===== src/rtl/imm_decode_stage_pkg.sv =====
// rtl/imm_decode_stage_pkg.sv - opcodes, format codes and helpers shared by the immediate-decode stage
package imm_decode_stage_pkg;

   localparam logic [6:0] OPC_LOAD      = 7'b0000011;
   localparam logic [6:0] OPC_OP_IMM    = 7'b0010011;
   localparam logic [6:0] OPC_AUIPC     = 7'b0010111;
   localparam logic [6:0] OPC_OP_IMM_32 = 7'b0011011;
   localparam logic [6:0] OPC_STORE     = 7'b0100011;
   localparam logic [6:0] OPC_OP        = 7'b0110011;
   localparam logic [6:0] OPC_LUI       = 7'b0110111;
   localparam logic [6:0] OPC_OP_32     = 7'b0111011;
   localparam logic [6:0] OPC_BRANCH    = 7'b1100011;
   localparam logic [6:0] OPC_JALR      = 7'b1100111;
   localparam logic [6:0] OPC_JAL       = 7'b1101111;
   localparam logic [6:0] OPC_SYSTEM    = 7'b1110011;

   typedef enum logic [2:0] {
      FMT_NONE = 3'd0,
      FMT_I    = 3'd1,
      FMT_S    = 3'd2,
      FMT_B    = 3'd3,
      FMT_U    = 3'd4,
      FMT_J    = 3'd5,
      FMT_CSR  = 3'd6
   } fmt_e;

   function automatic bit xlen_legal(input int xlen);
      return (xlen == 32) || (xlen == 64);
   endfunction

   // Every immediate is first formed as a 32-bit value; widening to XLEN copies bit 31.
   function automatic logic [63:0] sext32(input logic [31:0] v);
      return {{32{v[31]}}, v};
   endfunction

endpackage


===== src/rtl/imm_decode_stage_imm_extract.sv =====
// rtl/imm_decode_stage_imm_extract.sv - combinational immediate/format extraction; IMM_CSR_EN enables the CSR immediate format
module imm_extract
   import imm_decode_stage_pkg::*;
#(
   parameter int XLEN = 32
) (
   input  logic [31:0]     instr_i,
   input  logic            is_rv64_i,
   output logic [XLEN-1:0] imm_o,
   output fmt_e            fmt_o,
   output logic            illegal_o
);

   logic [6:0]  opcode;
   logic [31:0] imm_i32;
   logic [31:0] imm_s32;
   logic [31:0] imm_b32;
   logic [31:0] imm_u32;
   logic [31:0] imm_j32;
   logic [31:0] imm32;

   assign opcode  = instr_i[6:0];
   assign imm_i32 = {{20{instr_i[31]}}, instr_i[31:20]};
   assign imm_s32 = {{20{instr_i[31]}}, instr_i[31:25], instr_i[11:7]};
   assign imm_b32 = {{19{instr_i[31]}}, instr_i[31], instr_i[7], instr_i[30:25], instr_i[11:8], 1'b0};
   assign imm_u32 = {instr_i[31:12], 12'b0};
   assign imm_j32 = {{11{instr_i[31]}}, instr_i[31], instr_i[19:12], instr_i[20], instr_i[30:21], 1'b0};

   always_comb begin
      imm32     = '0;
      fmt_o     = FMT_NONE;
      illegal_o = 1'b0;
      case (opcode)
         OPC_OP_IMM, OPC_LOAD, OPC_JALR: begin
            fmt_o = FMT_I;
            imm32 = imm_i32;
         end
         OPC_OP_IMM_32: begin
            if (is_rv64_i) begin
               fmt_o = FMT_I;
               imm32 = imm_i32;
            end else begin
               illegal_o = 1'b1;
            end
         end
         OPC_STORE: begin
            fmt_o = FMT_S;
            imm32 = imm_s32;
         end
         OPC_BRANCH: begin
            fmt_o = FMT_B;
            imm32 = imm_b32;
         end
         OPC_LUI, OPC_AUIPC: begin
            fmt_o = FMT_U;
            imm32 = imm_u32;
         end
         OPC_JAL: begin
            fmt_o = FMT_J;
            imm32 = imm_j32;
         end
         OPC_OP: begin
            fmt_o = FMT_NONE;
         end
         OPC_OP_32: begin
            illegal_o = !is_rv64_i;
         end
         OPC_SYSTEM: begin
`ifdef IMM_CSR_EN
            if (instr_i[14]) begin
               fmt_o = FMT_CSR;
               imm32 = {27'd0, instr_i[19:15]};
            end else begin
               fmt_o = FMT_I;
               imm32 = imm_i32;
            end
`else
            fmt_o = FMT_I;
            imm32 = imm_i32;
`endif
         end
         default: begin
            illegal_o = 1'b1;
         end
      endcase
      // Compressed-quadrant encodings are not decodable here.
      if (instr_i[1:0] != 2'b11) begin
         imm32     = '0;
         fmt_o     = FMT_NONE;
         illegal_o = 1'b1;
      end
   end

   assign imm_o = XLEN'(sext32(imm32));

endmodule


===== src/rtl/imm_decode_stage.sv =====
// rtl/imm_decode_stage.sv - single-entry registered immediate-decode stage with valid/ready handshake and PC-relative target
module imm_decode_stage
   import imm_decode_stage_pkg::*;
#(
   parameter int XLEN = 32
) (
   input  logic            clk,
   input  logic            rst,
   input  logic            flush,
   input  logic            in_valid,
   output logic            in_ready,
   input  logic [31:0]     in_instr,
   input  logic [XLEN-1:0] in_pc,
   output logic            out_valid,
   input  logic            out_ready,
   output logic [31:0]     out_instr,
   output logic [XLEN-1:0] out_pc,
   output logic [XLEN-1:0] out_imm,
   output logic [2:0]      out_fmt,
   output logic [XLEN-1:0] out_target,
   output logic            out_illegal
);

   if (!xlen_legal(XLEN)) begin : g_bad_xlen
      $error("imm_decode_stage: XLEN must be 32 or 64");
   end

   localparam logic IS_RV64 = (XLEN == 64);

   logic [XLEN-1:0] dec_imm;
   fmt_e            dec_fmt;
   logic            dec_illegal;
   logic            accept;
   logic            valid_d;
   logic [XLEN-1:0] target_d;

   logic            valid_q;
   logic [31:0]     instr_q;
   logic [XLEN-1:0] pc_q;
   logic [XLEN-1:0] imm_q;
   fmt_e            fmt_q;
   logic [XLEN-1:0] target_q;
   logic            illegal_q;

   imm_extract #(
      .XLEN (XLEN)
   ) u_imm_extract (
      .instr_i   (in_instr),
      .is_rv64_i (IS_RV64),
      .imm_o     (dec_imm),
      .fmt_o     (dec_fmt),
      .illegal_o (dec_illegal)
   );

   assign in_ready = !valid_q || out_ready;
   assign accept   = in_valid && in_ready && !flush;
   assign target_d = in_pc + dec_imm;

   always_comb begin
      valid_d = valid_q;
      if (flush) begin
         valid_d = 1'b0;
      end else if (accept) begin
         valid_d = 1'b1;
      end else if (out_ready) begin
         valid_d = 1'b0;
      end
   end

   always_ff @(posedge clk or posedge rst) begin
      if (rst) begin
         valid_q   <= 1'b0;
         instr_q   <= '0;
         pc_q      <= '0;
         imm_q     <= '0;
         fmt_q     <= FMT_NONE;
         target_q  <= '0;
         illegal_q <= 1'b0;
      end else begin
         valid_q <= valid_d;
         if (accept) begin
            instr_q   <= in_instr;
            pc_q      <= in_pc;
            imm_q     <= dec_imm;
            fmt_q     <= dec_fmt;
            target_q  <= target_d;
            illegal_q <= dec_illegal;
         end
      end
   end

   assign out_valid   = valid_q;
   assign out_instr   = instr_q;
   assign out_pc      = pc_q;
   assign out_imm     = imm_q;
   assign out_fmt     = fmt_q;
   assign out_target  = target_q;
   assign out_illegal = illegal_q;

endmodule

===== config.mk =====
export PLATFORM = sky130hd
export DESIGN_NAME = imm_decode_stage
export DESIGN_NICKNAME = d
export VERILOG_FILES = /design/src/rtl/imm_decode_stage_pkg.sv /design/src/rtl/imm_decode_stage_imm_extract.sv /design/src/rtl/imm_decode_stage.sv
export SDC_FILE = /design/constraint.sdc
export NUM_CORES = 1
export LEC_CHECK = 0
export CAP_MARGIN = 30
export CORE_MARGIN = 2
export CORE_UTILIZATION = 48
export CTS_CLUSTER_SIZE = 40
export DETAILED_ROUTE_END_ITERATION = 10
export PLACE_DENSITY = 0.81
export SYNTH_ARGS = -nofsm -noshare
export SYNTH_HDL_FRONTEND = slang
export SYNTH_SLANG_ARGS = --single-unit

===== constraint.sdc =====
create_clock -name clk -period 4.7 [get_ports clk]
set_input_delay 0.705 -clock clk [delete_from_list [all_inputs] [get_ports clk]]
set_output_delay 0.705 -clock clk [all_outputs]
set_load 0.01 [all_outputs]

# == After elaboration in Yosys (flattened, before gate mapping) ==
# Index checks and enable logic that the tools add are counted.
# W data, S select, Z words.
# classes
mux,9
n_mul,0
shifts,0
n_div,0
add_sub_neg,1
bitwise,0
n_reduce_logical,9
magnitude_cmp,0
eq_ne,11
# op_table
op,n
$pmux W32 S5,1
$add A32 B32 Y32,1
$mux W32,1
$eq A7 B7 Y1 const B,4
$eq A7 B6 Y1 const B,3
$pmux W3 S5,1
$eq A7 B5 Y1 const B,2
$reduce_or A10 Y1,1
$eq A7 B2 Y1 const B,1
$mux W1,5
$reduce_or A4 Y1,1
$mux W3,1
$reduce_bool A3 Y1,1
$logic_and A1 B1 Y1,2
$logic_not A1 Y1,2
$ne A2 B2 Y1 const B,1
$reduce_or A2 Y1,1
$logic_or A1 B1 Y1,1
# word_totals
register_bits,133
mem_bits_ro,0
latch_bits,0
ramBits,0
memories,0

# == Longest topological paths before layout ==
# logic_depth
ltp_word,6
depth_mapped,18
depth_no_buf,16

# == Cells and area by module ==
# A second synthesis with hierarchy kept.
# hier_totals
cells_unflattened,908
area_unflattened_um2,7439.6
# modules_own_cells
mod,area_per_inst_um2,cells_per_inst,instances
imm_decode_stage,6732.7,801,1
imm_extract,706.9,107,1

# == Least setup slack after synthesis ==
# No wires, ideal clock.
# synth_timing
kind,input-to-reg
start,input in_instr[6]
end,register target_q[24] (netlist: out_target[24])
path_slack_ns,0.957
path_stages,17
arrival_ns,3.610
required_ns,4.568
cell_sequence,clkbuf_1 -> nand2_1 -> nor2_1 -> a21oi_1 -> nor3_1 -> o21a_1 -> a21o_1 -> ha_1 -> buf_6 -> and3_2 -> a221oi_1 -> o31ai_1 -> a31oi_1 -> a31oi_1 -> a41oi_1 -> xor2_1 -> o21ai_1
# synth_via
elab_chain_len,5
# synth_rtl
element,line_no,rtl
"start, declared",imm_decode_stage.sv:12,"input logic [31:0] in_instr,"
"$eq A7 B5 Y1, or another cell as far along",imm_decode_stage_imm_extract.sv:33,case (opcode)
$reduce_or A4 Y1 (no source line) or $reduce_or A2 Y1 (tied branches),-,
$pmux W32 S5 *,imm_decode_stage_imm_extract.sv:33,
$mux W32 *,imm_decode_stage_imm_extract.sv:87,if (instr_i[1:0] != 2'b11) begin
via dec_imm[15],imm_decode_stage.sv:30,logic [XLEN-1:0] dec_imm;
$add A32 B32 Y32 *,imm_decode_stage.sv:57,assign target_d = in_pc + dec_imm;
"end signal, assigned",imm_decode_stage.sv:86,target_q <= target_d;
"end, declared",imm_decode_stage.sv:42,logic [XLEN-1:0] target_q;
# Mark *: on every way through the listed nets, which the timed path passes. The rest lies on a longest branch.
# A chain may end at the register's enable or synchronous reset.

# == Worst setup path after layout ==
# layout_timing
start,input in_instr[2]
end,register target_q[22] (netlist: out_target[22])
# The elaborated chain is that of the path after synthesis.

==> impl_metrics.ini <==
[grt]
grt_pass1_wl_mm = 32.3
grt_pass1_vias = 6167
grt_overflow = 0
track_usage_pct = 26.2
grt_max_degree = 101
antenna_found_initial = 0

[sta]
whs_ps = 469
finClkSkew_ps = 5.42
worstMarginPinSlew_ps = 809
rsz0062_at_grt = no
hold_viol_final = 0
slew_headroom_pct = 46.1
finalCritPeriodShare_pct = 92.9
clock.fmax_ghz = 0.229
finalSetupViolations = 0
min_period_ps = 4370
final_max_slew_viol_count = 0
tns_ps = 0

[routing]
wl_per_cell_um = 16.9
route.antenna.remaining_nets = 0
viasPerCell = 5.36
drtIter0Drc = 468
drc = 0
vias = 6340
finalWirelength_mm = 20.0
drt_first_pass_iters = 5

[synthesis]
yosysWarnings = 0
synth_top_family_by_area = simple AND/OR/NAND/NOR gates
muxShareOfSynthArea_pct = 2.90
synth_compound_area_share_pct = 16.2
postSynthCellCount = 782
avgSynthCellArea_um2 = 8.92
synth_edf_count = 0
synth.yosys.seq_area_share_pct = 47.7
ys_ff_latch = 133
synth_xor_area_share_pct = 2.76
syn_nets = 883
netlist_area_um2 = 6980
synthFlopType = dfrtp_1
synth-simple-area-share_pct = 21.4
synthArstFlopShare_pct = 100
netlist-cell-type-count = 64
yosys.area_share.adder_pct = 5.84

[clocking]
cts_num_sinks = 133
cts_max_path_buffers = 2
root_buffer = clkbuf_16
cts_setup_buffers = 0
path_clk_slew_ps = 60
cts_tree = built
clk_latency_ps = 430
htreeDepth = 4
cts_buffers = 17
cts_resized = 0
hold_buffers = 0

[floorplanning]
io_pins = 203
chipHeight_um = 125
die-area_um2 = 15500
start_util_pct = 48.6
coreArea_um2 = 14400
die_w_um = 125
placementRows = 44

[critical_path]
crit_type = in2reg
path_cells = clkdlybuf4s50_1 -> nor2_2 -> nand2_1 -> nor4_1 -> a22o_1 -> ha_1 -> inv_1 -> fa_1 -> nor2b_1 -> o31a_1 -> o31a_1 -> o2111ai_1 -> a31oi_1 -> o21ai_1 -> and3_1 -> o31ai_1
crit_top_cell = o31a_1
path_max_fanout = 8
slowest_stage = clkdlybuf4s50_1
worstSetupEndpointType = register
critPathLaunchType = primary input
worstPathRequired_ps = 5040
worstPathArrival_ps = 4700
cpPeakStageDelay_ps = 540

[flow_run]
drv_cap = 0

[final_layout]
nFillCells = 1112
multi_input_area_um2 = 3430
design_area_um2 = 9870
layout_commonest_cell = nand2_1
fin_util_pct = 68.7
syn_to_final_growth_pct = 41.4
nets = 1086
seq_area_um2 = 3330
n_antenna_cell = 0
layout_common_cells = 283 x nand2_1, 202 x clkdlybuf4s50_1, 133 x dfrtp_1, 35 x a21o_1, 35 x o21ai_0
drive_gt1_share_pct = 8.72

[worst_hold_path]
hp-class = reg2reg

[place]
hpwlAfterDp_mm = 14.4
placed_area_um2 = 9230
gp_congestion = 0.866
io_buffers = 202

[outcome]
outcome = finished clean

[pwr]
combPwrFrac_pct = 21.6
p_leak_nw = 4.86
p_int_w = 0.00262
ir_drop_mv = 0.288
net-switching-power_w = 0.000932
power_switching_share_pct = 26.2
powerDensity_nw_per_um2 = 360
clockPowerShare_pct = 40.2
seq_power_share_pct = 38.2
-- critical path, delay by kind of cell --
family | cells | cell delay [ps]
AND/OR/NAND/NOR | 5 | 1180
buffers and inverters | 2 | 610
adder cells (fa/ha/maj) | 2 | 610
AO/OA/AOI/OAI | 7 | 1600
-- cells in the mapped netlist (all sizes together) (2+ instances only) --
cell type  count  area share (%)
nand2        283              15
dfrtp        133              48
o21ai         45             3.3
a21o          37             4.0
a21oi         36             2.7
ha            31             5.6
clkbuf        26             1.4
nor2          23             1.3
mux2          18             2.9
inv           13            0.70
and2          12             1.1
xor2          12             1.5
buf           10             1.1
xnor2         10             1.3
nand3          9            0.65
o31ai          9             1.3
o21a           8            0.86
nor3           7            0.50
a31oi          6            0.54
a22o           5            0.63
and3           5            0.48
a211oi         4            0.50
nand4          3            0.27
nor2b          3            0.27
a31o           2            0.25
a41oi          2            0.25
and4           2            0.27
nand2b         2            0.18
nand3b         2            0.22
o21bai         2            0.22
o31a           2            0.25
or2            2            0.18
or3            2            0.18
-- stage by stage --
| stage | setup WS [ps] | power (W) | instances |
|---|---|---|---|
| 3_5_place_dp | 66.0 | 0.00214 | 1150 |
| 5_1_grt | 128 | 0.00370 | 1182 |
| 3_3_place_gp | 236 | 0.00213 | 1149 |
| 4_1_cts | 475 | 0.00357 | 1182 |
| 6_report | 333 | 0.00356 | 1182 |
| 2_1_floorplan | 441 | 0.00170 | 782 |
-- cell families after synthesis --
group           count (synthesis)
simple gates                  360
compound gates                168
flops                         133
buf+inv                        49
fa+ha+maj                      32
xor+xnor                       22
mux                            18
-- flip-flops by register name, indices dropped and copies added (netlist names) --
register     cells
out_pc          32
out_imm         32
out_target      32
out_valid        1
out_instr       32
out_illegal      1
out_fmt          3
-- per-layer routing --
layer | GRT usage [%] | routed length [um] | vias up
met4 | 9.25 | 439 | 0
met5 | 0 | 0 | -
li1 | - | - | 3057
met2 | 42.9 | 9520 | 212
met1 | 33.7 | 8640 | 3038
met3 | 6.92 | 1430 | 33
-- area by class of cell --
type / count / area share (%)
Multi-Input combinational cell: 600 / 34.8
Timing Repair Buffer: 220 / 22.2
Inverter: 13 / 0.545
Tap cell: 184 / 2.33
Clock inverter: 9 / 1.50
Clock buffer: 23 / 4.94
Sequential cell: 133 / 33.7
-- path summary, 6_finish.rpt --
| kind | start | depth (start not counted) | endpoint | slack [ps] |
|---|---|---|---|---|
| setup / recovery | in_instr[2] | 16 | out_target[22] | 330 |
| hold / removal | out_pc[3] | 2 | out_pc[3] | 470 |
| setup reg to reg | out_valid | 6 | out_target[4] | 2740 |
| hold reg to reg | out_pc[3] | 2 | out_pc[3] | 470 |
| max in group asynchronous | rst | 3 | out_imm[0] | 3370 |
| min in group asynchronous | rst | 2 | out_instr[1] | 660 |
-- power by group through the flow --
stage / Clock, W / Sequential [W] / Combinational (W)
4_1_cts: 0.00144 / 0.00136 / 0.000772
2_1_floorplan: 0 / 0.00144 / 0.000261
6_report: 0.00143 / 0.00136 / 0.000767
5_1_grt: 0.00149 / 0.00138 / 0.000831
3_3_place_gp: 0 / 0.00137 / 0.000752
3_5_place_dp: 0 / 0.00138 / 0.000765
Note: power is estimated with default switching activity, not from simulation.
